==> src/rtl/odpc_pkg.sv <==
// Shared definitions for the ODPC redundancy controller.
// Provides default widths, the FSM state enumeration and the status codes.
package odpc_pkg;

  localparam int unsigned DEF_DATA_W     = 16;
  localparam int unsigned DEF_PE_TIMEOUT = 64;
  localparam int unsigned DEF_CNT_W      = 8;

  typedef enum logic [2:0] {
    S_IDLE  = 3'd0,
    S_RUN_A = 3'd1,
    S_RUN_B = 3'd2,
    S_RUN_C = 3'd3,
    S_OUT   = 3'd4
  } state_t;

  typedef logic [1:0] status_t;

  localparam status_t ST_CLEAN  = 2'b00;
  localparam status_t ST_CORR   = 2'b01;
  localparam status_t ST_UNCORR = 2'b10;
  localparam status_t ST_TMO    = 2'b11;

endpackage

==> src/rtl/odpc_redundancy_ctrl_if.sv <==
// Bus bundle between the controller, the operand source, the PE and the
// result consumer.
//   master : controller side (drives in_ready, pe_start/pe_op, out_*)
//   slave  : environment side (drives in_valid/in_data, pe_done/pe_data/pe_msb, out_ready)
interface odpc_redundancy_ctrl_if
  import odpc_pkg::*;
#(
  parameter int unsigned DATA_W = DEF_DATA_W
);

  logic              in_valid;
  logic              in_ready;
  logic [DATA_W-1:0] in_data;

  logic              pe_start;
  logic [DATA_W-1:0] pe_op;
  logic              pe_done;
  logic [DATA_W-1:0] pe_data;
  logic              pe_msb;

  logic              out_valid;
  logic              out_ready;
  logic [DATA_W-1:0] out_data;
  logic              out_msb;
  logic [1:0]        out_status;

  modport master (
    input  in_valid, in_data, pe_done, pe_data, pe_msb, out_ready,
    output in_ready, pe_start, pe_op, out_valid, out_data, out_msb, out_status
  );

  modport slave (
    output in_valid, in_data, pe_done, pe_data, pe_msb, out_ready,
    input  in_ready, pe_start, pe_op, out_valid, out_data, out_msb, out_status
  );

endinterface

==> src/rtl/odpc_vote3.sv <==
// Combinational 3-way bitwise majority vote with pairwise match flags.
//   a, b, c : candidate words
//   maj_c   : bitwise majority of a, b, c
//   a_eq_b, c_eq_a, c_eq_b : exact-match flags
module odpc_vote3 #(
  parameter int unsigned W = 17
) (
  input  logic [W-1:0] a,
  input  logic [W-1:0] b,
  input  logic [W-1:0] c,
  output logic [W-1:0] maj_c,
  output logic         a_eq_b,
  output logic         c_eq_a,
  output logic         c_eq_b
);

  assign maj_c  = (a & b) | (a & c) | (b & c);
  assign a_eq_b = (a == b);
  assign c_eq_a = (c == a);
  assign c_eq_b = (c == b);

endmodule

==> src/rtl/odpc_redundancy_ctrl.sv <==
// Time-redundant execution controller: runs the PE twice per operand,
// compares, runs a third pass and votes on mismatch, aborts a pass that
// exceeds PE_TIMEOUT cycles, and delivers result + status downstream.
//   clk, rst_n : clock, asynchronous active-low reset
//   bus        : operand in / PE control / result out (master modport)
//   err_count  : saturating count of delivered non-clean results
module odpc_redundancy_ctrl
  import odpc_pkg::*;
#(
  parameter int unsigned DATA_W     = DEF_DATA_W,
  parameter int unsigned PE_TIMEOUT = DEF_PE_TIMEOUT,
  parameter int unsigned CNT_W      = DEF_CNT_W
) (
  input  logic                       clk,
  input  logic                       rst_n,
  odpc_redundancy_ctrl_if.master     bus,
  output logic [CNT_W-1:0]           err_count
);

  localparam int unsigned WORD_W = DATA_W + 1;
  localparam int unsigned TMO_W  = $clog2(PE_TIMEOUT + 1);

  state_t              state_q, state_d;
  logic [DATA_W-1:0]   pe_op_q, pe_op_d;
  logic                pe_start_q, pe_start_d;
  logic                in_ready_q, in_ready_d;
  logic                out_valid_q, out_valid_d;
  logic [DATA_W-1:0]   out_data_q, out_data_d;
  logic                out_msb_q, out_msb_d;
  status_t             out_status_q, out_status_d;
  logic [WORD_W-1:0]   slot_a_q, slot_a_d;
  logic [WORD_W-1:0]   slot_b_q, slot_b_d;
  logic [WORD_W-1:0]   slot_c_q, slot_c_d;
  logic [TMO_W-1:0]    tmo_q, tmo_d;
  logic [CNT_W-1:0]    err_q, err_d;

  logic [WORD_W-1:0]   pe_word;
  logic [WORD_W-1:0]   vote_b;
  logic [WORD_W-1:0]   maj;
  logic                a_eq_b, c_eq_a, c_eq_b;
  logic                done_ok;
  logic                expired;

  assign pe_word = {bus.pe_msb, bus.pe_data};
  // pe_start is high only in the first cycle of a RUN state; done is ignored then.
  assign done_ok = bus.pe_done && !pe_start_q;
  assign expired = (tmo_q == TMO_W'(PE_TIMEOUT));
  // In RUN_B the live PE result stands in for slot B so the compare is same-cycle.
  assign vote_b  = (state_q == S_RUN_B) ? pe_word : slot_b_q;

  odpc_vote3 #(.W(WORD_W)) u_vote (
    .a      (slot_a_q),
    .b      (vote_b),
    .c      (pe_word),
    .maj_c  (maj),
    .a_eq_b (a_eq_b),
    .c_eq_a (c_eq_a),
    .c_eq_b (c_eq_b)
  );

  // State and output registers.
  always_ff @(posedge clk or negedge rst_n) begin
    if (!rst_n) begin
      state_q      <= S_IDLE;
      pe_op_q      <= '0;
      pe_start_q   <= 1'b0;
      in_ready_q   <= 1'b1;
      out_valid_q  <= 1'b0;
      out_data_q   <= '0;
      out_msb_q    <= 1'b0;
      out_status_q <= ST_CLEAN;
      slot_a_q     <= '0;
      slot_b_q     <= '0;
      slot_c_q     <= '0;
      tmo_q        <= '0;
      err_q        <= '0;
    end else begin
      state_q      <= state_d;
      pe_op_q      <= pe_op_d;
      pe_start_q   <= pe_start_d;
      in_ready_q   <= in_ready_d;
      out_valid_q  <= out_valid_d;
      out_data_q   <= out_data_d;
      out_msb_q    <= out_msb_d;
      out_status_q <= out_status_d;
      slot_a_q     <= slot_a_d;
      slot_b_q     <= slot_b_d;
      slot_c_q     <= slot_c_d;
      tmo_q        <= tmo_d;
      err_q        <= err_d;
    end
  end

  // Next-state and next-output logic.
  always_comb begin
    state_d      = state_q;
    pe_op_d      = pe_op_q;
    pe_start_d   = 1'b0;
    in_ready_d   = in_ready_q;
    out_valid_d  = out_valid_q;
    out_data_d   = out_data_q;
    out_msb_d    = out_msb_q;
    out_status_d = out_status_q;
    slot_a_d     = slot_a_q;
    slot_b_d     = slot_b_q;
    slot_c_d     = slot_c_q;
    tmo_d        = tmo_q;
    err_d        = err_q;

    unique case (state_q)
      S_IDLE: begin
        if (bus.in_valid && in_ready_q) begin
          pe_op_d    = bus.in_data;
          pe_start_d = 1'b1;
          in_ready_d = 1'b0;
          tmo_d      = '0;
          state_d    = S_RUN_A;
        end
      end

      S_RUN_A, S_RUN_B, S_RUN_C: begin
        tmo_d = TMO_W'(tmo_q + 1'b1);
        if (done_ok) begin
          tmo_d = '0;
          if (state_q == S_RUN_A) begin
            slot_a_d   = pe_word;
            pe_start_d = 1'b1;
            state_d    = S_RUN_B;
          end else if (state_q == S_RUN_B) begin
            slot_b_d = pe_word;
            if (a_eq_b) begin
              out_data_d   = slot_a_q[DATA_W-1:0];
              out_msb_d    = slot_a_q[DATA_W];
              out_status_d = ST_CLEAN;
              out_valid_d  = 1'b1;
              state_d      = S_OUT;
            end else begin
              pe_start_d = 1'b1;
              state_d    = S_RUN_C;
            end
          end else begin
            slot_c_d     = pe_word;
            out_data_d   = maj[DATA_W-1:0];
            out_msb_d    = maj[DATA_W];
            out_status_d = (c_eq_a || c_eq_b) ? ST_CORR : ST_UNCORR;
            out_valid_d  = 1'b1;
            state_d      = S_OUT;
          end
        end else if (expired) begin
          out_data_d   = '0;
          out_msb_d    = 1'b0;
          out_status_d = ST_TMO;
          out_valid_d  = 1'b1;
          state_d      = S_OUT;
        end
      end

      S_OUT: begin
        if (bus.out_ready) begin
          out_valid_d = 1'b0;
          in_ready_d  = 1'b1;
          state_d     = S_IDLE;
          if ((out_status_q != ST_CLEAN) && (err_q != {CNT_W{1'b1}})) begin
            err_d = CNT_W'(err_q + 1'b1);
          end
        end
      end

      default: begin
        state_d     = S_IDLE;
        in_ready_d  = 1'b1;
        out_valid_d = 1'b0;
      end
    endcase
  end

  assign bus.in_ready   = in_ready_q;
  assign bus.pe_start   = pe_start_q;
  assign bus.pe_op      = pe_op_q;
  assign bus.out_valid  = out_valid_q;
  assign bus.out_data   = out_data_q;
  assign bus.out_msb    = out_msb_q;
  assign bus.out_status = out_status_q;
  assign err_count      = err_q;

endmodule

==> src/flat_wrapper.sv <==
// flat-port wrapper written by rule: the top's interface ports become plain ports
module odpc_redundancy_ctrl_flat import odpc_pkg::*;
#(
  parameter int unsigned DATA_W     = DEF_DATA_W,
  parameter int unsigned PE_TIMEOUT = DEF_PE_TIMEOUT,
  parameter int unsigned CNT_W      = DEF_CNT_W
)
  (clk, rst_n, err_count, bus_in_valid, bus_in_data, bus_pe_done, bus_pe_data, bus_pe_msb, bus_out_ready, bus_in_ready, bus_pe_start, bus_pe_op, bus_out_valid, bus_out_data, bus_out_msb, bus_out_status);
  odpc_redundancy_ctrl_if #(.DATA_W(DATA_W)) bus_i ();
  input  logic clk;
  input  logic rst_n;
  output logic [CNT_W-1:0] err_count;
  input wire logic [$bits(bus_i.in_valid)-1:0] bus_in_valid;
  input wire logic [$bits(bus_i.in_data)-1:0] bus_in_data;
  input wire logic [$bits(bus_i.pe_done)-1:0] bus_pe_done;
  input wire logic [$bits(bus_i.pe_data)-1:0] bus_pe_data;
  input wire logic [$bits(bus_i.pe_msb)-1:0] bus_pe_msb;
  input wire logic [$bits(bus_i.out_ready)-1:0] bus_out_ready;
  output wire logic [$bits(bus_i.in_ready)-1:0] bus_in_ready;
  output wire logic [$bits(bus_i.pe_start)-1:0] bus_pe_start;
  output wire logic [$bits(bus_i.pe_op)-1:0] bus_pe_op;
  output wire logic [$bits(bus_i.out_valid)-1:0] bus_out_valid;
  output wire logic [$bits(bus_i.out_data)-1:0] bus_out_data;
  output wire logic [$bits(bus_i.out_msb)-1:0] bus_out_msb;
  output wire logic [$bits(bus_i.out_status)-1:0] bus_out_status;
  assign bus_i.in_valid = bus_in_valid;
  assign bus_i.in_data = bus_in_data;
  assign bus_i.pe_done = bus_pe_done;
  assign bus_i.pe_data = bus_pe_data;
  assign bus_i.pe_msb = bus_pe_msb;
  assign bus_i.out_ready = bus_out_ready;
  assign bus_in_ready = bus_i.in_ready;
  assign bus_pe_start = bus_i.pe_start;
  assign bus_pe_op = bus_i.pe_op;
  assign bus_out_valid = bus_i.out_valid;
  assign bus_out_data = bus_i.out_data;
  assign bus_out_msb = bus_i.out_msb;
  assign bus_out_status = bus_i.out_status;
  odpc_redundancy_ctrl #(.DATA_W(DATA_W), .PE_TIMEOUT(PE_TIMEOUT), .CNT_W(CNT_W)) u_core (.clk(clk), .rst_n(rst_n), .bus(bus_i), .err_count(err_count));
endmodule
==> config.mk <==
export PLATFORM = sky130hd
export DESIGN_NAME = odpc_redundancy_ctrl_flat
export DESIGN_NICKNAME = d
export VERILOG_FILES = /design/src/rtl/odpc_pkg.sv /design/src/rtl/odpc_redundancy_ctrl_if.sv /design/src/rtl/odpc_vote3.sv /design/src/rtl/odpc_redundancy_ctrl.sv /design/src/flat_wrapper.sv
export SDC_FILE = /design/constraint.sdc
export NUM_CORES = 1
export LEC_CHECK = 0
export BUFFER_PORTS_ARGS = -buffer_cell sky130_fd_sc_hd__buf_2
export CAP_MARGIN = 10
export CORE_MARGIN = 8
export CORE_UTILIZATION = 60
export DETAILED_ROUTE_END_ITERATION = 8
export PLACE_DENSITY = 0.84
export SKIP_LAST_GASP = 1
export SLEW_MARGIN = 20
export SYNTH_ARGS = -nofsm -noshare
export SYNTH_HDL_FRONTEND = slang
export SYNTH_SLANG_ARGS = --single-unit
==> constraint.sdc <==
create_clock -name clk -period 9.4 [get_ports clk]
set_clock_uncertainty 0.05 [all_clocks]
set_input_delay 0.94 -clock clk [delete_from_list [all_inputs] [get_ports clk]]
set_output_delay 0.94 -clock clk [all_outputs]
set_load 0.02 [all_outputs]
Yosys cells after proc, flatten, opt, wreduce, memory -nomap -nowiden
Index checks and enable logic that the tools add are counted.

operators by class
  multiplexer cells = 44
  add/sub/neg operators = 2
  reductions and logical operators = 19
  bitwise gates (word level) = 8
  equal/unequal tests = 16

operators with widths
  kind                 number
  $mux 16              5
  $and 17x17->17       3
  $eq 17x17->1         3
  $or 17x17->17        2
  $mux 3               7
  $mux 1               18
  $mux 17              1
  $reduce_and 3->1     5
  $mux 7               2
  $pmux 7 s2           1
  $mux 2               6
  $pmux 3 s3           1
  $add 8x1->8 const B  1
  $ne 8x8->1 const B   1
  $add 7x1->7 const B  1
  $eq 7x7->1 const B   1
  $eq 3x2->1 const B   2
  $pmux 1 s3           2
  $reduce_bool 2->1    3
  $reduce_and 5->1     1
  $ne 2x2->1 const B   2
  $ne 4x3->1 const B   1
  $reduce_and 2->1     2
  $reduce_and 4->1     1
  other kinds (13)     17

word-level totals
  output and inout bits = 46
  register bits after elaboration = 90
  input port bits = 38
  logic and storage cells = 101

Depth between registers and ports, before layout
  word-level depth = 8
  mapped depth = 14
  gate-level depth less buffers = 10

Modules after synthesis
From an unflattened synthesis, not the netlist that was laid out.

unflattened totals
  cell total of the unflattened synthesis = 468
  area, all modules = 5038.6 sq um

modules (own cells, without submodules)
  module                area an instance (sq um)  seq. area each (sq um)  instances  cells each
  odpc_redundancy_ctrl  4170.2                    2253.4                  1          382
  odpc_vote3            868.3                     0.0                     1          86

Worst setup path after synthesis
No wires, ideal clock.

  path kind = register to register
  start = register u_core.state_q[2]
  end = register u_core.out_data_q[0], in the netlist u_core.bus.out_data[0]
  period minus slack after synthesis = 3108 ps
  arrival = 2932 ps
  path slack = 6292 ps
  cell stages (with the launch flop) = 14
  path buffers = 4
  library setup time = 125 ps
  required time = 9225 ps
  cells stage by stage = dfrtp_1 buf_2 nor2_1 and2_1 buf_2 clkbuf_1 nand2_1 nand2_1 ha_1 or3_4 o311ai_4 nand3_2 buf_6 mux2_4

between the ends
  elaborated cells on any way between the ends = 16
  those cells by class = eq/ne: 6; mux: 4; bitwise: 4; reduce/logical: 2

RTL lines
  item                               line                        source
  start, declared                    odpc_redundancy_ctrl.sv:23  state_t state_q, state_d;
  start signal, assigned             odpc_redundancy_ctrl.sv:78  state_q <= state_d;
  $eq 3x2->1                         odpc_redundancy_ctrl.sv:49  assign vote_b = (state_q == S_RUN_B) ? pe_word : slot_b_q;
  $mux 17                            odpc_redundancy_ctrl.sv:49
  via u_core.u_vote.b[12]            odpc_vote3.sv:9             input logic [W-1:0] b,
  $eq 17x17->1                       odpc_vote3.sv:18            assign a_eq_b = (a == b);
  $ne 3x2->1 (no source line)        -
  $reduce_and 4->1 (no source line)  -
  end signal, assigned               odpc_redundancy_ctrl.sv:83  out_data_q <= out_data_d;
  end, declared                      odpc_redundancy_ctrl.sv:28  logic [DATA_W-1:0] out_data_q, out_data_d;

The timed path passes the listed nets, and every way through them passes these cells. The select of a mux whose other input is x is not followed.
A chain may end at the register's enable or synchronous reset.

Worst setup path after layout
Same ends and word-level chain as after synthesis.

==> qor.yml <==
num_antenna_cells: 0
ys_ff_latch: 90
start_util_pct: 61.30
synthArstFlopShare_pct: 100.0
yosysTopAreaCellShare_pct: 44.67
core_mm2: 0.008134
cp-start-kind: "flop"
cp_data_required_time_ns: 9.60
htreeDepth: 3
instances_no_fill: 632
postCtsSetupRepairBufs: 0
final_nets: 614
rr_worst_depth: 11
pwr-share-seq_pct: 36.4
synth_area_per_cell_um2: 11.23
fin_setup_tns_ns: 0
grt_start_max_net_pins: 91
clock-sinks: 90
ys_types: 44
muxShareOfSynthArea_pct: 16.76
p_sw_w: 0.0007861
powerDensity_mw_per_mm2: 324.1
dr_total_vias: 3723
cts_resized: 0
period_minus_slack_ns: 4.007
drtIter0Drc: 236
synthTopCellsByArea: "dfrtp_1 45%, ha_1 14%, mux2_2 9.7%"
synthFlopType: "dfrtp_1"
holdCritPathClass: "reg -> reg"
core.rowCount: 33
detail_route.wl_per_cell_um: 17.80
area_growth_syn_to_layout_pct: 13.15
synth_top_family_by_area: "multiplexers"
place_hpwl_um: 8171
wirelength_um: 11250
yosys_warnings: 0
drtAntennaViolNets: 0
io_pins: 84
clock_path_buffers: 2
cp-end-kind: "flop"
combPwrFrac_pct: 49.8
clk_latency_ns: 0.36
ir_drop_mv: 0.1337
status: "complete, no violations"
intPower_w: 0.001042
crit_type: "reg -> reg"
yosys-top-cells-count: "89 x dfrtp_1, 65 x nand2_1, 54 x ha_1"
synth_area_mm2: 0.004986
clockPowerShare_pct: 13.8
die_h_um: 107.2
place_inst: 616
final_util_pct: 69.36
timing.rr.end: "u_core.bus.out_data[0]$_DFFE_PN0P_"
synth-simple-area-share_pct: 16.41
p_leak_nw: 2.894
ys_seq_area_share_pct: 45.19
p_sw_share_pct: 42.99
drcViolationCount: 0
synth_fp_nets: 536
synth.most_common_cell: "dfrtp_1"
relSlewSlack_pct: 35.40
synth_xor_area_share_pct: 1.581
cts_made_buffers: 9
finalCritPeriodShare_pct: 42.63
crit_arrival_ns: 4.21
rsz0062_at_grt: "no"
die-width_um: 107.2
synth_top_area_cell: "dfrtp_1"
synthAdderAreaFrac_pct: 13.55
r2r_setup_slack_ns: 5.39
viasPerCell: 5.891
setup_violations: 0
tritoncts: "yes"
min_to: "u_core.bus.pe_op[13]$_DFFE_PN0P_"
portBuffers: 83
grt_pass1_vias: 3841
holdBufCountCts: 0
synth-compound-area-share_pct: 3.940
tightest_slew_ns: 0.9690
clk_pin_slew_ns: 0.10
maxCapViolations: 0
critical_path.max_fanout: 37
min_path_cells: 1
grt.total_usage_pct: 19.98
firstDrtPassIters: 4
gp_congestion: 0.8163
final_layout_size_suffix_gt1_share_pct: 31.88
finalHoldViolCount: 0
grt_pass1_wl_um: 18640
drv_slew: 0
synth_edf_count: 0
hold_slack_ns: 0.4463
dieArea_mm2: 0.01148
rr_startpoint: "u_core.state_q[2]$_DFFE_PN0P_"
cts-root-buf: "clkbuf_8"
hp-start: "u_core.bus.pe_op[13]$_DFFE_PN0P_"
antenna_found_initial: 0
overflow: 0
fmax_mhz: 249.6
syn_inst: 444
==> stage by stage <==
stage	total power [W]	setup slack, ns	cell area, um2
after floorplan	0.001306	6.292	4986
after global placement	0.001522	5.716	5453
after detailed placement	0.001577	5.508	5453
after CTS	0.001834	5.424	5638
after global routing	0.001964	5.202	5642
final	0.001829	5.393	5642
==> critical path, cell delays in order (launching register included) <==
cell and delay [ns]:
dfrtp_1 0.50, nor2_1 0.18, and2_1 0.15, buf_4 0.37, nand2_1 0.12, nand2_1 0.13
ha_1 0.25, nor4_1 0.42, nand2_1 0.20, o311ai_4 0.37, nand3_2 0.63, mux2_4 0.52
==> power by group through the flow <==
stage	Sequential [W]	Clock [W]	Combinational (W)
2_1_floorplan	0.000727	0	0.000579
3_3_place_gp	0.000655	0	0.000868
3_5_place_dp	0.000670	0	0.000907
4_1_cts	0.000663	0.000256	0.000915
5_1_grt	0.000685	0.000269	0.00101
6_report	0.000666	0.000252	0.000911
==> worst max path at each step <==
| stage | from | endpoint | slack, ns |
|---|---|---|---|
| finish | u_core.state_q[2]$_DFFE_PN0P_ | u_core.bus.out_data[0]$_DFFE_PN0P_ | 5.39 |
| CTS | u_core.state_q[2]$_DFFE_PN0P_ | u_core.bus.out_data[12]$_DFFE_PN0P_ | 5.42 |
| global route | u_core.state_q[2]$_DFFE_PN0P_ | u_core.bus.out_data[10]$_DFFE_PN0P_ | 5.20 |
| floorplan | u_core.state_q[2]$_DFFE_PN0P_ | u_core.bus.out_data[0]$_DFFE_PN0P_ | 6.29 |
| detailed placement | u_core.state_q[2]$_DFFE_PN0P_ | u_core.bus.out_data[0]$_DFFE_PN0P_ | 5.51 |
| global placement | u_core.state_q[2]$_DFFE_PN0P_ | u_core.bus.out_data[7]$_DFFE_PN0P_ | 5.72 |
==> logic make-up (layout without fill, tap and decap cells) <==
logic type	after synthesis	count (layout)
AOI/OAI and AO/OA	27	27
xor gates and xnor gates	9	9
adders and majority gates	54	54
buffers and inverters	25	108
DFF	90	90
muxes	69	69
and+or+nand+nor	170	170
==> final cells by class <==
| cell class | instances | area [um2] |
|---|---|---|
| Multi-Input combinational cell | 329 | 2605 |
| Fill cell | 591 | 2492 |
| Sequential cell | 90 | 2253 |
| Timing Repair Buffer | 86 | 444.2 |
| Clock buffer | 10 | 137.6 |
| Tap cell | 105 | 131.4 |
| Clock inverter | 6 | 47.55 |
| Inverter | 6 | 22.52 |
==> layer usage <==
layer  vias to the layer above  GRT usage [%]  wire length [um]
met4                         0          8.040               221
met2                        90          34.55              6024
met3                        19          3.899               523
met5                         -              0                 0
met1                      1862          23.81              4480
li1                       1752              -                 -
==> cell usage in the layout (no fill, tap or decap), types with 4 or more instances in the layout <==
cell and count:
dfrtp_1 89, buf_2 82, nand2_1 65, ha_1 54, mux2_2 43, nor2_1 29
nor4_1 27, nor3_1 22, mux2_4 16, o21ai_0 10, clkbuf_8 10, mux2_1 9
nand3_1 7, inv_1 6, xnor2_1 5, xor2_1 4, a21oi_1 4
==> sequential cells by signal, summed over array words and instances (netlist names), 2 cells and up <==
| register | flops |
|---|---|
| u_core.slot_a_q | 17 |
| u_core.slot_b_q | 17 |
| u_core.bus.out_data | 16 |
| u_core.bus.pe_op | 16 |
| u_core.err_count | 8 |
| u_core.tmo_q | 7 |
| u_core.state_q | 3 |
| u_core.bus.out_status | 2 |
Power figures use the tool's default switching activity.
